`src/rtl/xbar_pkg.sv`:
```
// Shared constants and types for the crossbar egress (receive) side.
package xbar_pkg;

    localparam int unsigned PORTS_C     = 4;
    localparam int unsigned DATA_W_C    = 8;
    localparam int unsigned FRAME_LEN_C = 80;
    localparam int unsigned SLOT_LEN_C  = 20;

    typedef enum logic {HUNT, LOCK} egress_state_t;

    typedef logic [DATA_W_C-1:0] xbar_word_t;

    // Index width that never collapses to zero bits for degenerate sizes.
    function automatic int unsigned clog2_min1(input int unsigned n);
        return (n > 1) ? $clog2(n) : 1;
    endfunction

endpackage

```
`src/rtl/xbar_egress_demux_if.sv`:
```
// TDM bus ingress plus per-port egress valid/ready bundle of the crossbar receive end.
interface xbar_egress_demux_if
    import xbar_pkg::*;
#(
    parameter int unsigned PORTS  = PORTS_C,
    parameter int unsigned DATA_W = DATA_W_C
);

    logic                    frame_sync;
    logic                    slot_sync;
    logic                    sample_en;
    logic                    bus_valid;
    logic [DATA_W-1:0]       bus_data;
    logic [PORTS*DATA_W-1:0] out_data;
    logic [PORTS-1:0]        out_valid;
    logic [PORTS-1:0]        out_ready;

    modport master (
        output frame_sync, slot_sync, sample_en, bus_valid, bus_data, out_ready,
        input  out_data, out_valid
    );

    modport slave (
        input  frame_sync, slot_sync, sample_en, bus_valid, bus_data, out_ready,
        output out_data, out_valid
    );

endinterface

```
`src/rtl/egress_fifo.sv`:
```
// First-word-fall-through synchronous FIFO; head word is presented combinationally.
module egress_fifo #(
    parameter int unsigned WIDTH = 8,
    parameter int unsigned DEPTH = 4
) (
    input  logic             clk,
    input  logic             rst,
    input  logic             push,
    input  logic [WIDTH-1:0] din,
    input  logic             pop,
    output logic [WIDTH-1:0] dout,
    output logic             empty,
    output logic             full
);

    localparam int unsigned AW = $clog2(DEPTH);

    logic [AW:0]      wr_ptr;
    logic [AW:0]      rd_ptr;
    logic [WIDTH-1:0] mem [DEPTH];
    logic             rd_en;
    logic             wr_en;

    // A push into a full FIFO is accepted only when the head leaves on the same edge.
    always_comb begin
        empty = (wr_ptr == rd_ptr);
        full  = (wr_ptr[AW] != rd_ptr[AW]) && (wr_ptr[AW-1:0] == rd_ptr[AW-1:0]);
        rd_en = pop && !empty;
        wr_en = push && (!full || rd_en);
        dout  = empty ? '0 : mem[rd_ptr[AW-1:0]];
    end

    always_ff @(posedge clk) begin
        if (rst) begin
            wr_ptr <= '0;
            rd_ptr <= '0;
        end else begin
            if (wr_en) wr_ptr <= wr_ptr + 1'b1;
            if (rd_en) rd_ptr <= rd_ptr + 1'b1;
        end
    end

    always_ff @(posedge clk) begin
        if (wr_en) mem[wr_ptr[AW-1:0]] <= din;
    end

endmodule

```
`src/rtl/xbar_egress_demux.sv`:
```
// Tracks crossbar frame/slot timing from strobes and steers sampled bus words
// into per-slot egress FIFOs; strobe disagreement drops lock back to HUNT.
module xbar_egress_demux
    import xbar_pkg::*;
#(
    parameter int unsigned PORTS      = PORTS_C,
    parameter int unsigned DATA_W     = DATA_W_C,
    parameter int unsigned FRAME_LEN  = FRAME_LEN_C,
    parameter int unsigned SLOT_LEN   = SLOT_LEN_C,
    parameter int unsigned FIFO_DEPTH = 4
) (
    input  logic                         clk,
    input  logic                         rst,
    xbar_egress_demux_if.slave           xb,
    output logic [clog2_min1(PORTS)-1:0] slot_idx,
    output logic                         locked,
    output logic                         sync_err,
    output logic [PORTS-1:0]             overflow
);

    localparam int unsigned CW  = clog2_min1(FRAME_LEN);
    localparam int unsigned SIW = clog2_min1(PORTS);

    if (FRAME_LEN != PORTS * SLOT_LEN) begin : g_bad_frame
        $error("xbar_egress_demux: FRAME_LEN must equal PORTS*SLOT_LEN");
    end
    if (FIFO_DEPTH < 2 || (FIFO_DEPTH & (FIFO_DEPTH - 1)) != 0) begin : g_bad_depth
        $error("xbar_egress_demux: FIFO_DEPTH must be a power of 2 and >= 2");
    end

    egress_state_t state;
    egress_state_t state_nx;
    logic [CW-1:0] cnt;
    logic [SIW-1:0] cur_slot;
    logic          exp_frame;
    logic          exp_slot;
    logic          mismatch;
    logic          capture;

    always_comb begin
        cur_slot  = SIW'(32'(cnt) / SLOT_LEN);
        exp_frame = (cnt == '0);
        exp_slot  = ((32'(cnt) % SLOT_LEN) == 0);
        mismatch  = (state == LOCK) &&
                    ((xb.frame_sync != exp_frame) || (xb.slot_sync != exp_slot));
    end

    always_ff @(posedge clk) begin
        if (rst) state <= HUNT;
        else     state <= state_nx;
    end

    // A frame_sync on the cycle that drops lock is not a re-lock; HUNT must see one itself.
    always_comb begin
        state_nx = state;
        case (state)
            HUNT:    if (xb.frame_sync) state_nx = LOCK;
            LOCK:    if (mismatch)      state_nx = HUNT;
            default: state_nx = HUNT;
        endcase
    end

    always_comb begin
        locked   = (state == LOCK);
        slot_idx = locked ? cur_slot : '0;
        sync_err = mismatch;
        capture  = locked && !mismatch && xb.sample_en && xb.bus_valid;
    end

    // The frame_sync cycle seen in HUNT is count 0, so LOCK begins at count 1.
    always_ff @(posedge clk) begin
        if (rst || state_nx == HUNT) begin
            cnt <= '0;
        end else if (state == HUNT) begin
            cnt <= CW'(1);
        end else if (cnt == CW'(FRAME_LEN - 1)) begin
            cnt <= '0;
        end else begin
            cnt <= cnt + CW'(1);
        end
    end

    for (genvar p = 0; p < PORTS; p++) begin : g_port
        logic push;
        logic full;
        logic empty;
        logic ovf;

        assign push            = capture && (cur_slot == SIW'(p));
        assign xb.out_valid[p] = !empty;
        assign overflow[p]     = ovf;

        egress_fifo #(
            .WIDTH (DATA_W),
            .DEPTH (FIFO_DEPTH)
        ) u_fifo (
            .clk   (clk),
            .rst   (rst),
            .push  (push),
            .din   (xb.bus_data),
            .pop   (xb.out_ready[p]),
            .dout  (xb.out_data[p*DATA_W +: DATA_W]),
            .empty (empty),
            .full  (full)
        );

        always_ff @(posedge clk) begin
            if (rst)                                  ovf <= 1'b0;
            else if (push && full && !xb.out_ready[p]) ovf <= 1'b1;
        end
    end

endmodule

```
`src/flat_wrapper.sv`:
```
// flat-port wrapper written by rule: the top's interface ports become plain ports
module xbar_egress_demux_flat import xbar_pkg::*;
#(
    parameter int unsigned PORTS      = PORTS_C,
    parameter int unsigned DATA_W     = DATA_W_C,
    parameter int unsigned FRAME_LEN  = FRAME_LEN_C,
    parameter int unsigned SLOT_LEN   = SLOT_LEN_C,
    parameter int unsigned FIFO_DEPTH = 4
)
  (clk, rst, slot_idx, locked, sync_err, overflow, xb_frame_sync, xb_slot_sync, xb_sample_en, xb_bus_valid, xb_bus_data, xb_out_ready, xb_out_data, xb_out_valid);
  xbar_egress_demux_if #(.PORTS(PORTS), .DATA_W(DATA_W)) xb_i ();
  input  logic clk;
  input  logic rst;
  output logic [clog2_min1(PORTS)-1:0] slot_idx;
  output logic locked;
  output logic sync_err;
  output logic [PORTS-1:0] overflow;
  input wire logic [$bits(xb_i.frame_sync)-1:0] xb_frame_sync;
  input wire logic [$bits(xb_i.slot_sync)-1:0] xb_slot_sync;
  input wire logic [$bits(xb_i.sample_en)-1:0] xb_sample_en;
  input wire logic [$bits(xb_i.bus_valid)-1:0] xb_bus_valid;
  input wire logic [$bits(xb_i.bus_data)-1:0] xb_bus_data;
  input wire logic [$bits(xb_i.out_ready)-1:0] xb_out_ready;
  output wire logic [$bits(xb_i.out_data)-1:0] xb_out_data;
  output wire logic [$bits(xb_i.out_valid)-1:0] xb_out_valid;
  assign xb_i.frame_sync = xb_frame_sync;
  assign xb_i.slot_sync = xb_slot_sync;
  assign xb_i.sample_en = xb_sample_en;
  assign xb_i.bus_valid = xb_bus_valid;
  assign xb_i.bus_data = xb_bus_data;
  assign xb_i.out_ready = xb_out_ready;
  assign xb_out_data = xb_i.out_data;
  assign xb_out_valid = xb_i.out_valid;
  xbar_egress_demux #(.PORTS(PORTS), .DATA_W(DATA_W), .FRAME_LEN(FRAME_LEN), .SLOT_LEN(SLOT_LEN), .FIFO_DEPTH(FIFO_DEPTH)) u_core (.clk(clk), .rst(rst), .xb(xb_i), .slot_idx(slot_idx), .locked(locked), .sync_err(sync_err), .overflow(overflow));
endmodule
```
`config.mk`:
```
export PLATFORM = sky130hd
export DESIGN_NAME = xbar_egress_demux_flat
export DESIGN_NICKNAME = d
export VERILOG_FILES = /design/src/rtl/xbar_pkg.sv /design/src/rtl/xbar_egress_demux_if.sv /design/src/rtl/egress_fifo.sv /design/src/rtl/xbar_egress_demux.sv /design/src/flat_wrapper.sv
export SDC_FILE = /design/constraint.sdc
export NUM_CORES = 1
export LEC_CHECK = 0
export ABC_AREA = 1
export CORE_MARGIN = 10
export CORE_UTILIZATION = 50
export DETAILED_ROUTE_END_ITERATION = 12
export GPL_TIMING_DRIVEN = 0
export PLACE_DENSITY_LB_ADDON = 0.2
export SLEW_MARGIN = 20
export SYNTH_ARGS = -nofsm -noshare
export SYNTH_HDL_FRONTEND = slang
export SYNTH_HIERARCHICAL = 1
export SYNTH_SLANG_ARGS = --single-unit
```
`constraint.sdc`:
```
create_clock -name clk -period 4.3 [get_ports clk]
set_input_delay 0.86 -clock clk [delete_from_list [all_inputs] [get_ports clk]]
set_output_delay 0.86 -clock clk [all_outputs]
set_load 0.05 [all_outputs]
```
==> metrics.md, run 1 <==
| Metric | Value |
|---|---|
| PwrDens | `356 nW/µm²` |
| Status | `finished clean` |
| Simple-gate portion of the synthesized area | `between 20% and 30%` |
| Seq pwr share | `51.9%` |
| Period utilization | `a little over nine tenths` |
| Post-synth ARST share | `0%` |
| Switch share | `around 22%` |
| First DRT Iteration DRCs | `~300` |
| Mean routed wirelength per cell | `between 10 and 15 µm` |
| Ys flop type | `edfxtp_1` |
| Syn avg cell area | `just under 10 µm²` |
| Max-cap violations | `0` |
| Worst Setup End Kind | `primary output` |
| Area contributors post-synth | `edfxtp_1 47%, dfxtp_1 11%, nor2_1 7.1%` |
| Initial Util | `51.1%` |
| Synth unique cells | `35` |
| Commonest cells in the netlist | `155 x nor2_1, 128 x edfxtp_1, 117 x nand2_1` |
| Antenna Cells | `0` |
| Via/cell ratio | `slightly below 5` |
| Post-synthesis mux area share | `0%` |
| Net Switching | `~770 µW` |
| Drt total wl | `around 16000 µm` |
| Yosys top cell by area | `edfxtp_1` |
| Clock sink count | `between 150 and 200` |
| Core Rows | `46` |
| Reg area | `about 4700 µm²` |
| CTS tree | `built` |
| Routability-driven placement congestion ratio | `just over 0.8` |
| Slew headroom | `between 40 and 50%` |
| Post-Syn Area | `~8100 µm²` |
| DR vias | `between 5000 and 6000` |
| Final Hold Vio Count | `0` |
| Filler cells | `1372` |
| Layout cell share with drive strength beyond 1 | `between 10% and 20%` |
| Worst Path Max Fanout | `6` |
| Final setup skew | `9.32 ps` |
| Synthesized instance count | `between 800 and 900` |
| Number of setup violations in the final report | `0` |
| Largest family of logic cells by synthesized area | `simple AND/OR/NAND/NOR gates` |
| Area grow syn2layout | `19.6%` |
| Hold Startpoint | `u_core/g_port[0].ovf` |
| IO Pins | `62` |
| Worst setup margin | `roughly 270 ps` |
| R2R depth | `24` |
| P_int | `2700 µW` |
| Core Box Area | `15900 µm²` |
| Die width | `~150 µm` |
| Nets | `950` |
| Setup crit start | `u_core/cnt[4]` |
| Bufs on Longest Clock Path | `2` |
| Worst R2R Setup Slack | `around 360 ps` |
| Footprint of the multi-input gates | `2890 µm²` |
| Vias in the first global route | `between 5000 and 6000` |
| DP Area | `between 9000 and 10000 µm²` |
| R2r endpoint | `u_core/g_port[1].u_fifo/mem[3][3]` |
| CTS root buf | `clkbuf_16` |
| Setup TNS | `0 ps` |
| Gr usage total | `about 15%` |
| Largest net degree at the start of global routing | `26` |
| Fin crit period | `~4000 ps` |
| Critical Path Start Type | `register` |
| Lkg Pwr | `around 0.004 µW` |
| Worst hold path class | `reg -> reg` |
| Register area share after synthesis | `58.0%` |
| Slew Viols, Final | `0` |
| Critical Path AT | `roughly 3200 ps` |
| Worst reg2reg path startpoint | `u_core/cnt[4]` |
| Final Non-Filler Cells | `roughly 1100` |
| Critical setup path kind | `reg -> out` |
| Worst vdd ir | `between 0.2 and 0.25 mV` |
| Skew-Pair Late Insertion Delay | `roughly 420 ps` |
| CTS Hold Bufs | `0` |
| Total CTS buffers | `17` |
| Top-area cell type share of the netlist area | `a little under half` |
| # DRC | `0` |
| DRT Pass-1 Iters | `7` |
| Post-Synth Adder-Cell Area | `around 4.1%` |
| Fmax | `248 MHz` |
| XOR/XNOR share of the synthesized area | `under 10%` |
| Fin util | `roughly three fifths` |
| First-pass GRT wire length | `27200 µm` |
| DP Worst Slack | `-359 ps` |
| H-tree depth | `4` |
| Die area | `around 22000 µm²` |
| Final HPWL DP | `11500 µm` |
| CP required | `between 3000 and 4000 ps` |
| Most common cell in the netlist | `nor2_1` |
| CTS clk-pin slew, worst paths | `roughly 60 ps` |
| Worst hold stages | `2` |
| Port Buffers | `61` |
| Yosys warns | `6` |
| Height of the die | `around 150 µm` |
| GRT overflow | `0` |
| EDFF count, synth | `128` |
| Placed Instances | `1099` |
| Synth Register Bits | `approximately 170` |
| Finished layout cell area | `slightly below 10000 µm²` |
| DRT antenna net count | `0` |
| Worst-Margin Slew | `slightly below 800 ps` |
| Initial antenna violation count | `0` |
| Combinational share of power | `between 7 and 8%` |
| Synth Area in Compound Gates | `under 10%` |
| Synthesized net count | `slightly below 900` |
| Worst hold endpoint | `u_core/g_port[0].ovf` |
| Clock network power share | `40.4%` |
metal layers:
metal | part of all wire [%] | routed length [µm] | GRT usage, %
met4 | 0.78 | 129 | 4.91
met1 | 46 | 7610 | 20.2
met5 | 0 | 0 | 0
met3 | 5.4 | 886 | 4.15
met2 | 48 | 7860 | 24.6
stage by stage:
step	total power (µW)	hold slack (ps)
after floorplan	2000	424
after global placement	2100	443
after detailed placement	2110	445
after CTS	3500	456
after global routing	3580	478
final	3470	454
cells in the final DEF (no fill, tap or decap), drive strengths merged, types with 2 or more instances in the layout:
master         count
a21oi             24
buf               28
clkbuf            26
clkdlybuf4s50     58
clkinv            13
clkinvlp           2
dfxtp             44
edfxtp           128
ha                27
inv              124
nand2            136
nand3             42
nand3b             2
nand4             13
nor2             159
nor3               2
o21ai             38
o32ai             32
xnor2              5
xor2              10
worst max-delay path: stages, from the launching register on:
cell and delay (ps):
dfxtp_4 400, inv_4 70, ha_1 190, inv_1 50, ha_1 210, o21bai_1 150, nand2_1 110, nand2_2 90
nor2_4 160, nand2_4 90, nand2_2 80, nand3_2 110, nand2_4 110, nand2_1 70, nand2_1 60, nand3b_1 100
nor2_2 140, nand3_1 80, nand2_1 70, nand3_2 90, nand2_1 90, inv_1 40, clkbuf_4 200
power by group through the flow:
stage | sequential [µW] | clock [µW] | combinational, µW
detailed placement | 1830 | 0 | 273
global route | 1800 | 1490 | 291
CTS | 1800 | 1430 | 274
floorplan | 1840 | 0 | 166
finish | 1800 | 1400 | 269
global placement | 1830 | 0 | 269
logic make-up (layout without fill, tap and decap cells):
| kind of cell | Yosys count | count (layout) |
|---|---|---|
| AO/OA/AOI/OAI | 95 | 95 |
| buffers and inverters | 157 | 253 |
| adder cells (fa/ha/maj) | 27 | 27 |
| XOR/XNOR | 15 | 15 |
| flip-flops | 172 | 172 |
| AND/OR/NAND/NOR | 356 | 356 |
worst max path at each step:
stage | endpoint | slack (ps) | cells after the start
2_1_floorplan | u_core/g_port[0].u_fifo/mem[0][0] | 520 | 24
3_5_place_dp | u_core/g_port[2].u_fifo/mem[1][6] | -360 | 24
3_3_place_gp | u_core/g_port[2].u_fifo/mem[0][6] | -360 | 24
5_1_grt | sync_err | -4 | 22
4_1_cts | u_core/g_port[3].u_fifo/mem[3][4] | -130 | 24
6_report | sync_err | 270 | 22
flip-flops by register name, indices dropped and copies added (netlist names), named ones only:
register	cells
u_core/cnt	7
u_core/g_port.u_fifo/rd_ptr	12
u_core/g_port.ovf	4
u_core/g_port.u_fifo/wr_ptr	12
u_core/locked	1
u_core/g_port.u_fifo/mem	128
what timing repair did:
action	CTS	global route
cloned	0	0
endpoints found under the setup margin	130	136
buffers inserted	0	3
gates resized for setup	26	26
endpoints found under the hold margin	0	0
pin swaps	0	3
final cells by class:
cell class,instances,area share (%)
flip-flops and latches,172,48.5
multi-input cells,493,29.6
repair buffers,64,6.41
inverters,132,5.19
clock buffers,24,4.84
well taps,216,2.77
plain buffers,25,1.91
clock inverters,8,0.706
Power figures use the tool's default switching activity.
==> run 2: changes to the inputs <==
--- a/config.mk
+++ b/config.mk
@@ -6,6 +6,7 @@
 export NUM_CORES = 1
 export LEC_CHECK = 0
 export ABC_AREA = 1
+export CORE_ASPECT_RATIO = 0.6
 export CORE_MARGIN = 10
 export CORE_UTILIZATION = 50
 export DETAILED_ROUTE_END_ITERATION = 12
==> run 2 against run 1 <==
Net effect:
- count of clock-buffer cells in the layout decreased by 5
- first-iteration DRC count rose by 120%
- clock skew grew 4.5 ps
- clock power rose by 6%
- via count rose by 3.6%
- die area grew 0.77%
- setup slack got worse by 92 ps
- final cell count up 0.62%
- critical path depth decreased by 6
- register-to-register slack worse by 30 ps
- power grew 2.5%
- core utilization is 0.77 points higher
- largest cell class unchanged
==> metrics.md, run 2 (synthesis results as in run 1) <==
| Metric | Value |
|---|---|
| Worst setup margin | `176 ps (-91.7 ps)` |
| Slowest stage delay, CP | `790 ps (+390 ps)` |
| Worst reg2reg path startpoint | `u_core/cnt[5]` |
| Die width | `185 µm (+25%)` |
| CP endpoint | `slot_idx[0]` |
| Seq pwr share | `50.6% (-1.3 points)` |
| Worst Setup End Kind | `primary output` |
| Fmax | `243 MHz (-2.2%)` |
| Slew Viols, Final | `0 (unchanged)` |
| Core Rows | `36 (-22%)` |
| Critical setup path kind | `reg -> out` |
| Clock network power share | `41.6% (+1.2 points)` |
| DRT Pass-1 Iters | `5 (-2)` |
| Slowest CP cell | `clkdlybuf4s50_1` |
| Worst R2R Setup Slack | `330 ps (-30 ps)` |
| Max-cap violations | `0 (unchanged)` |
| Area grow syn2layout | `22.5%` |
| Footprint of the multi-input gates | `2910 µm² (+0.87%)` |
| Drt total wl | `18600 µm (+13%)` |
| First DRT Iteration DRCs | `650 (+120%)` |
| Fin util | `61.9% (+0.77 points)` |
| Die area | `22000 µm² (+0.77%)` |
| CTS root buf | `clkbuf_16` |
| H-tree depth | `4 (unchanged)` |
| CTS Hold Bufs | `0 (unchanged)` |
| CP required | `3440 ps (about the same)` |
| Bufs on Longest Clock Path | `2 (unchanged)` |
| Period utilization | `95.9% (+2.1 points)` |
| DR vias | `5836 (+3.6%)` |
| Max reg flops | `128 (unchanged)` |
| Height of the die | `119 µm (-19%)` |
| Largest net degree at the start of global routing | `26 (unchanged)` |
| Initial Util | `50.5% (-0.58 points)` |
| Nets | `964 (+1.5%)` |
| Clock sink count | `172 (unchanged)` |
| Number of setup violations in the final report | `0 (unchanged)` |
| PwrDens | `356 nW/µm² (+0.11%)` |
| First-pass GRT wire length | `29400 µm (+8.0%)` |
| Critical Path AT | `3260 ps (+90 ps)` |
| Port Buffers | `61 (unchanged)` |
| Slew headroom | `48.2% (-0.38 points)` |
| DP Worst Slack | `-421 ps (-61.8 ps)` |
| Worst Path Max Fanout | `6 (unchanged)` |
| Initial antenna violation count | `0 (unchanged)` |
| Gr usage total | `17.1% (+1.6 points)` |
| Most frequent cells in the layout | `137 x nor2_1, 128 x edfxtp_1, 114 x nand2_1` |
| Worst-Margin Slew | `775 ps (+5.75 ps)` |
| Setup crit start | `u_core/cnt[5]` |
| Final Hold Vio Count | `0 (unchanged)` |
| DRT antenna net count | `0 (unchanged)` |
| Skew-Pair Late Insertion Delay | `430 ps (about the same)` |
| R2r endpoint | `u_core/g_port[2].u_fifo/mem[2][1]` |
| Combinational share of power | `7.8% (about the same)` |
| Vias in the first global route | `5320 (-2.5%)` |
| Core Box Area | `16100 µm² (+1.1%)` |
| CTS clk-pin slew, worst paths | `70 ps (about the same)` |
| Reg area | `4730 µm² (unchanged)` |
| Net Switching | `864 µW (+13%)` |
| Routability-driven placement congestion ratio | `0.766 (-6.8%)` |
| Fin crit period | `4120 ps (+91.7 ps)` |
| Critical Path Start Type | `register` |
| Total CTS buffers | `17 (unchanged)` |
| Final HPWL DP | `12600 µm (+9.6%)` |
| Antenna Cells | `0 (unchanged)` |
| P_int | `2690 µW (-0.34%)` |
| Lkg Pwr | `0.00411 µW (+2.4%)` |
| IO Pins | `62 (unchanged)` |
| Via/cell ratio | `5.11 (+2.9%)` |
| CTS tree | `built` |
| Cell Chain, Critical Path | `inv_4 > ha_1 > inv_1 > ha_1 > o21bai_1 > nand2_1 > nand2_2 > nor2_4 > nand3_1 > nand2_2 > nand2_4 > nand3_4 > buf_4 > nand2_1 > inv_1 > clkdlybuf4s50_1` |
| GRT overflow | `0 (unchanged)` |
| Mean routed wirelength per cell | `16.3 µm (+12%)` |
| CP delay by family, top | `buffers and inverters` |
| Status | `finished clean` |
| # DRC | `0 (unchanged)` |
| CP bufs+invs | `5 (+1)` |
| R2R depth | `24 (unchanged)` |
| Worst hold path class | `reg -> reg` |
| Switch share | `24.3% (+2.2 points)` |
| Final setup skew | `13.8 ps (+4.50 ps)` |
| Filler cells | `1345 (-2.0%)` |
| Layout cell share with drive strength beyond 1 | `17.6% (+2.5 points)` |
| Commonest non-fill, non-tap cell in the layout | `nor2_1` |
| Cell depth of the worst setup path | `16 (-27%)` |
| Worst vdd ir | `0.249 mV (+1.6%)` |
## run 2: cell types whose count changed in the layout (fill, tap and decap cells not counted), sizes merged
cell,change
buf,+15
clkbuf,-6
inv,+4
clkdlybuf4s50,+1
clkinvlp,+1
dlygate4sd2,-1
## run 2: area by class of cell
class / instances / share of cell area (%)
Sequential cell: 172 / 47.4
Multi-Input combinational cell: 493 / 29.2
Timing Repair Buffer: 78 / 8.20
Clock inverter: 13 / 1.34
Buffer: 25 / 1.87
Clock buffer: 19 / 4.34
Inverter: 132 / 5.06
Tap cell: 209 / 2.62
## run 2: worst min path at each step
stage                     depth (start not counted)                    to  slack [ps]            startpoint
after global placement                            2  u_core/g_port[2].ovf         440  u_core/g_port[2].ovf
after global routing                              2  u_core/g_port[3].ovf         480  u_core/g_port[3].ovf
after CTS                                         2  u_core/g_port[0].ovf         460  u_core/g_port[0].ovf
after floorplan                                   2  u_core/g_port[0].ovf         420  u_core/g_port[0].ovf
final                                             2  u_core/g_port[2].ovf         450  u_core/g_port[2].ovf
after detailed placement                          2  u_core/g_port[0].ovf         450  u_core/g_port[0].ovf
## run 2: power by group through the flow
stage | sequential [µW] | clock, µW | combinational, µW
after global routing | 1800 | 1580 | 303
after detailed placement | 1840 | 0 | 277
after CTS | 1800 | 1510 | 277
after global placement | 1840 | 0 | 273
final | 1800 | 1480 | 278
after floorplan | 1840 | 0 | 166
## run 2: what timing repair did
item,4_1_cts,5_1_grt
pin swaps,0,15
buffers inserted,0,17
gates resized for setup,35,23
endpoints found under the setup margin,130,138
## run 2: through the flow
step           power (µW)  instance area, µm²  setup TNS [ps]  hold WS, ps  cells
4_1_cts              3580                9690               0          457   1124
5_1_grt              3680                9980           -18.6          480   1141
3_3_place_gp         2110                9020          -31730          441   1092
3_5_place_dp         2110                9020          -39280          447   1092
2_1_floorplan        2000                8150               0          424    822
6_report             3550                9980               0          453   1141
## run 2: worst min-delay path: cells and delay by family (launching register included)
| kind | cells | cell delay (ps) |
|---|---|---|
| buf+inv | 1 | 50 |
| compound gates | 1 | 50 |
| flops | 1 | 310 |
## run 2: metal layers
metal | global-route usage, % | wire (µm) | vias to the layer above
met2 | 23.4 | 7680 | 171
met3 | 3.58 | 1130 | 14
met1 | 26.3 | 9660 | 2714
li1 | - | - | 2937
met4 | 5.01 | 142 | 0
met5 | 0 | 0 | -
